[config.mk]
export PLATFORM = sky130hd
export DESIGN_NAME = alu_unit
export DESIGN_NICKNAME = d
export VERILOG_FILES = /design/src/rtl/alu_unit.sv
export SDC_FILE = /design/constraint.sdc
export NUM_CORES = 1
export LEC_CHECK = 0
export CAP_MARGIN = 10
export CORE_UTILIZATION = 45
export CTS_CLUSTER_SIZE = 28
export DETAILED_ROUTE_END_ITERATION = 10
export GPL_TIMING_DRIVEN = 0
export PLACE_DENSITY = 0.74
export SYNTH_ARGS = -nofsm -noshare
export SYNTH_HDL_FRONTEND = slang
export SYNTH_SLANG_ARGS = --single-unit
[constraint.sdc]
create_clock -name clk -period 1.11 [get_ports clk]
set_input_delay 0.333 -clock clk [delete_from_list [all_inputs] [get_ports clk]]
set_output_delay 0.333 -clock clk [all_outputs]
set_load 0.005 [all_outputs]
[src/rtl/alu_unit.sv]
// Registered 16-function integer ALU with a sum-carry flag.
// One cycle of latency from A/B/ALU_sel to ALU_out/Carry_out.
module alu_unit #(
   parameter int WIDTH = 8
) (
   input  logic             clk,
   input  logic             rst_n,
   input  logic [WIDTH-1:0] A,
   input  logic [WIDTH-1:0] B,
   input  logic [3:0]       ALU_sel,
   output logic [WIDTH-1:0] ALU_out,
   output logic             Carry_out
);

   logic [WIDTH:0]   sum;
   logic [WIDTH-1:0] res;

   always_comb begin
      sum = {1'b0, A} + {1'b0, B};
      res = '0;
      unique case (ALU_sel)
         4'h0: res = sum[WIDTH-1:0];
         4'h1: res = A - B;
         4'h2: res = A * B;
         4'h3: res = (B == '0) ? '1 : A / B;
         4'h4: res = {A[WIDTH-2:0], 1'b0};
         4'h5: res = {1'b0, A[WIDTH-1:1]};
         4'h6: res = {A[WIDTH-2:0], A[WIDTH-1]};
         4'h7: res = {A[0], A[WIDTH-1:1]};
         4'h8: res = A & B;
         4'h9: res = A | B;
         4'hA: res = A ^ B;
         4'hB: res = ~(A | B);
         4'hC: res = ~(A & B);
         4'hD: res = ~(A ^ B);
         4'hE: res = {{(WIDTH-1){1'b0}}, A > B};
         4'hF: res = {{(WIDTH-1){1'b0}}, A == B};
      endcase
   end

   // Carry is the add carry regardless of the selected function.
   always_ff @(posedge clk or negedge rst_n) begin
      if (!rst_n) begin
         ALU_out   <= '0;
         Carry_out <= 1'b0;
      end else begin
         ALU_out   <= res;
         Carry_out <= sum[WIDTH];
      end
   end

endmodule

* After elaboration in Yosys (flattened, before gate mapping)
Index checks and enable logic that the tools add are counted.
** Storage, ports and cells
- Flip-flop bits (word level) :: 9
- Bits of input ports :: 22
- Output and inout port bits :: 9
** Cells by class
- Add/subtract/negate cells :: 2
- Multipliers :: 1
- Divide/modulo/power cells :: 1
- Magnitude comparators :: 1
- Eq/ne operators :: 16
- Multiplexer cells :: 2
- Bitwise operators :: 6
- Reductions and logical operators :: 2
** Operators by type and width (count)
- 8-bit case mux with 16 select lines :: 1
- 4-bit == test, second input constant :: 8
- 8-bit NOT :: 3
- 4-bit by 3-bit == test with 1-bit output, second input constant :: 4
- 8-bit by 8-bit adder with 9-bit output :: 1
- 8-bit AND :: 1
- 8-bit by 8-bit divider with 8-bit output :: 1
- 4-bit by 2-bit == test with 1-bit output, second input constant :: 2
- 8-bit == test :: 1
- 8-bit greater-than comparator :: 1
- 8-bit zero test :: 1
- 8-bit by 8-bit multiplier with 8-bit output :: 1
- 8-bit 2-to-1 mux :: 1
- 8-bit OR :: 1
- 8-bit subtractor :: 1
- 8-bit bitwise XOR :: 1
- 4-bit by 1-bit == test with 1-bit output, second input constant :: 1
- 4-bit zero test :: 1

* Logic depth before layout (Yosys ltp)
- Word-level depth :: 3
- Mapped depth :: 50
- Depth with buffers taken out :: 47

* Worst setup path before layout
No wires, ideal clock.
- Kind :: input to register
- Start point :: in B[6]
- End point :: reg ALU_out[0]
- Setup time :: 0.126 ns
- Arrival time :: 10.075 ns
- Required time :: 0.984 ns
- Setup slack :: -9.091 ns
- Cell stages on the path :: 47
- Cells stage by stage :: nor4_1 -> nand2_1 -> nor2_1 -> a21oi_1 -> a21oi_1 -> ha_1 -> o21a_1 -> o311ai_0 -> a22oi_1 -> ha_1 -> o211ai_1 -> a211oi_4 -> mux2_2 -> ha_1 -> a21oi_1 -> a21boi_0 -> o21ai_1 -> mux2_2 -> [... 11 more ...] -> a41oi_1 -> buf_6 -> mux2_2 -> ha_1 -> o21a_1 -> o22ai_1 -> o21ai_0 -> a21oi_1 -> nor2_1 -> clkbuf_1 -> mux2_2 -> ha_1 -> nand2_1 -> o21ai_0 -> a211oi_1 -> o21ai_0 -> o311a_1 -> o32a_1
** On the way
- Word-level cells in the longest chain between the ends :: 3
- Elaborated cells on any way between the ends :: 6
- Those cells by class :: div (1); order compare (1); eq/ne (1); mux (2); reduce/logical (1)
** RTL lines
- start, declared :: RTL line 9 : input logic [WIDTH-1:0] B,
- 8-bit by 8-bit divider with 8-bit output / 8-bit zero test (equally long branches) :: RTL line 25 : 4'h3: res = (B == '0) ? '1 : A / B;
- 8-bit 2-to-1 mux :: RTL line 25
- 8-bit case mux with 16 select lines * :: RTL line 21 : unique case (ALU_sel)
- via res[0] :: RTL line 16 : logic [WIDTH-1:0] res;
- end signal, assigned :: RTL line 47 : ALU_out <= res;
- end, declared :: RTL line 11 : output logic [WIDTH-1:0] ALU_out,
The timed path passes the listed nets; every way through them passes the cells marked *.

* Final worst setup path
- Start point :: in B[4]
- End point :: reg ALU_out[0]
Same word-level chain as after synthesis.

==> metrics.yaml <==
setup_viol: 9
yosysSeqAreaShare: 0.05351
synth_area_leaders: "ha_1 (23%), fa_1 (6.7%), nor2_1 (5.5%), a21oi_1 (5.5%), dfrtp_1 (5.4%)"
synth_flop_cell: "dfrtp_1"
grt_pass1_wl_um: 24240
numCtsBuffers: 3
synth-simple-area-share: 0.1807
clkSinkCount: 9
status: "finished, violations left"
netlist_top_cells_count: "ha_1 (79), nor2_1 (62), inv_1 (53), a21oi_1 (46), nand2_1 (37)"
hpwl_um: 11090
place_congestion: 0.9334
crit_path_start_kind: "input pin"
critPathMaxFanout: 7
ir_worst_vdd_uv: 815.0
synth_edf_count: 0
cp_slowest_cell: "a211oi_4"
grt-ovfl-total: 0
num_vias: 4999
fp.dieH_um: 98.72
slowest_delay_ns: 0.40
first_pass_iters: 5
power_density_nw_per_um2: 831.7
rsz0062_at_grt: "yes"
cts_root_buffer: "clkbuf_8"
async_flop_share: 1.000
cts_tree: "built"
cp_common_cell: "ha_4"
worst_slew_pin_slew_ns: 0.9784
hp-class: "in -> async"
clockBufferDepth: 2
violations: "setup timing"
synth_area_um2: 4209
ctsHoldBuffers: 0
fin_tns_setup_ns: -39.82
syn_area_per_cell_um2: 7.450
fin_crit_sh: 8.727
fin_hold_ws_ns: 0.3897
ant_nets: 0
core_um2: 8891
vias_per_cell: 6.459
synth-xor-area-share: 0.08323
multi_input_area_um2: 4343
syn_inst: 565
num_io_pins: 31
drv_slew: 0
hold_viol_final: 0
fin_ws_ns: -8.577
dieArea_um2: 9745
synth_nets: 680
yosysTopAreaCell: "ha_1"
wl_um: 16270
synth_warnings: 0
synthMuxAreaShare: 0.05945
num_antenna_cells: 0
arrival_ns: 9.79
synth_top_family_by_area: "adder cells"
n_fill_cell: 705
grt_max_degree: 16
worst_ep_required_time_ns: 1.21
slew_headroom: 0.3417
setup.worst_path.class: "in -> reg"
endpoint_kind: "flop"
antenna_found_initial: 0
wl_per_cell_um: 21.02
area.sequential_um2: 225.2
layout-drive-gt1-share: 0.3408
fin_crit_ns: 9.687
grt_usage: 0.3188
leakagePower_uw: 0.002611
num_rows: 34
ys_ff_latch: 9
power_uw: 4956
max_cap_violations: 0
io_buffers: 27
netlist.area_leader.share: 0.2348
drc: 0
path_clk_slew_ns: 0.04
synthDistinctLibCells: 60
die_width_um: 98.72
grt_pass1_vias: 4742
start_util: 0.4734
fmax_mhz: 103.2
yosysMostFrequentCell: "ha_1"
drt_iter0_drc: 384
synthAdderAreaFrac: 0.3014
cts_max_level: 1
synth-compound-area-share: 0.2494
layout.nets: 782
syn_to_final_growth_pct: 41.56
## worst max-delay path, delay by kind of cell
kind / cells / cell delay [ns]
compound gates: 25 / 4.41
fa+ha+maj: 7 / 1.66
buf+inv: 6 / 0.97
mux: 3 / 1.00
simple gates: 8 / 1.39
## cell type report
cell class,instances,area share
multi-input combinational,477,0.7289
timing repair buffer,99,0.1422
inverter,54,0.03990
sequential,9,0.03780
tap,108,0.02268
buffer,23,0.02100
clock buffer,4,0.007560
## routing by layer
layer	share of wire	GRT usage
met5	0	0
met4	0.046	0.1125
met3	0.085	0.03617
met2	0.47	0.5634
met1	0.40	0.4010
## kinds of logic (layout without fill, tap and decap cells)
kind of cell | Yosys count | after routing
compound gates | 160 | 160
xor+xnor | 40 | 40
fa+ha+maj | 93 | 93
buf+inv | 79 | 180
flops | 9 | 9
mux | 22 | 22
simple gates | 162 | 162
## where the power goes
group | internal [uW] | switching [uW] | leakage (uW)
clock network | 249 | 112 | 0.0000228
logic | 2010 | 2190 | 0.00248
registers | 381 | 11.6 | 0.000111
total | 2640 | 2320 | 0.00261
## worst max-delay path by stage
stage	startpoint	end	slack, ns	cells past startpoint
after CTS	B[6]	ALU_out[0]$_DFF_PN0_	-8.35	49
after floorplan	B[5]	ALU_out[0]$_DFF_PN0_	-8.03	47
after detailed placement	B[0]	ALU_out[0]$_DFF_PN0_	-10.09	48
after global routing	B[4]	ALU_out[0]$_DFF_PN0_	-8.92	48
after global placement	B[0]	ALU_out[0]$_DFF_PN0_	-9.92	48
final	B[4]	ALU_out[0]$_DFF_PN0_	-8.58	49
## cell usage in the layout (no fill, tap or decap), types with 11 or more instances in the layout
master | netlist | routed
a21oi_1 | 46 | 32
a21oi_2 | 0 | 11
buf_4 | 0 | 66
clkbuf_1 | 21 | 17
fa_1 | 14 | 11
ha_1 | 79 | 55
ha_4 | 0 | 20
inv_1 | 53 | 41
nand2_1 | 37 | 34
nor2_1 | 62 | 52
o21ai_0 | 35 | 25
xnor2_1 | 24 | 20
xor2_1 | 16 | 15
## through the flow
step                setup slack (ns)  instance area (um2)  cells    util
floorplan                     -8.030                 4454    565       -
global placement              -9.918                 4860    700  0.5466
detailed placement            -10.09                 4860    700  0.5466
CTS                           -8.354                 5559    748  0.6252
global route                  -8.922                 5958    774  0.6701
finish                        -8.577                 5958    774  0.6701
## sequential cells by signal, summed over array words and instances (netlist names)
signal / flops
ALU_out: 8
Carry_out: 1
## repair_timing
item | CTS | global route
hold endpoints to repair | 0 | 0
buffers inserted | 46 | 28
resized for setup | 176 | 55
pin swaps | 52 | 54
endpoints found under the setup margin | 18 | 13
Note: power is estimated with default switching activity, not from simulation.
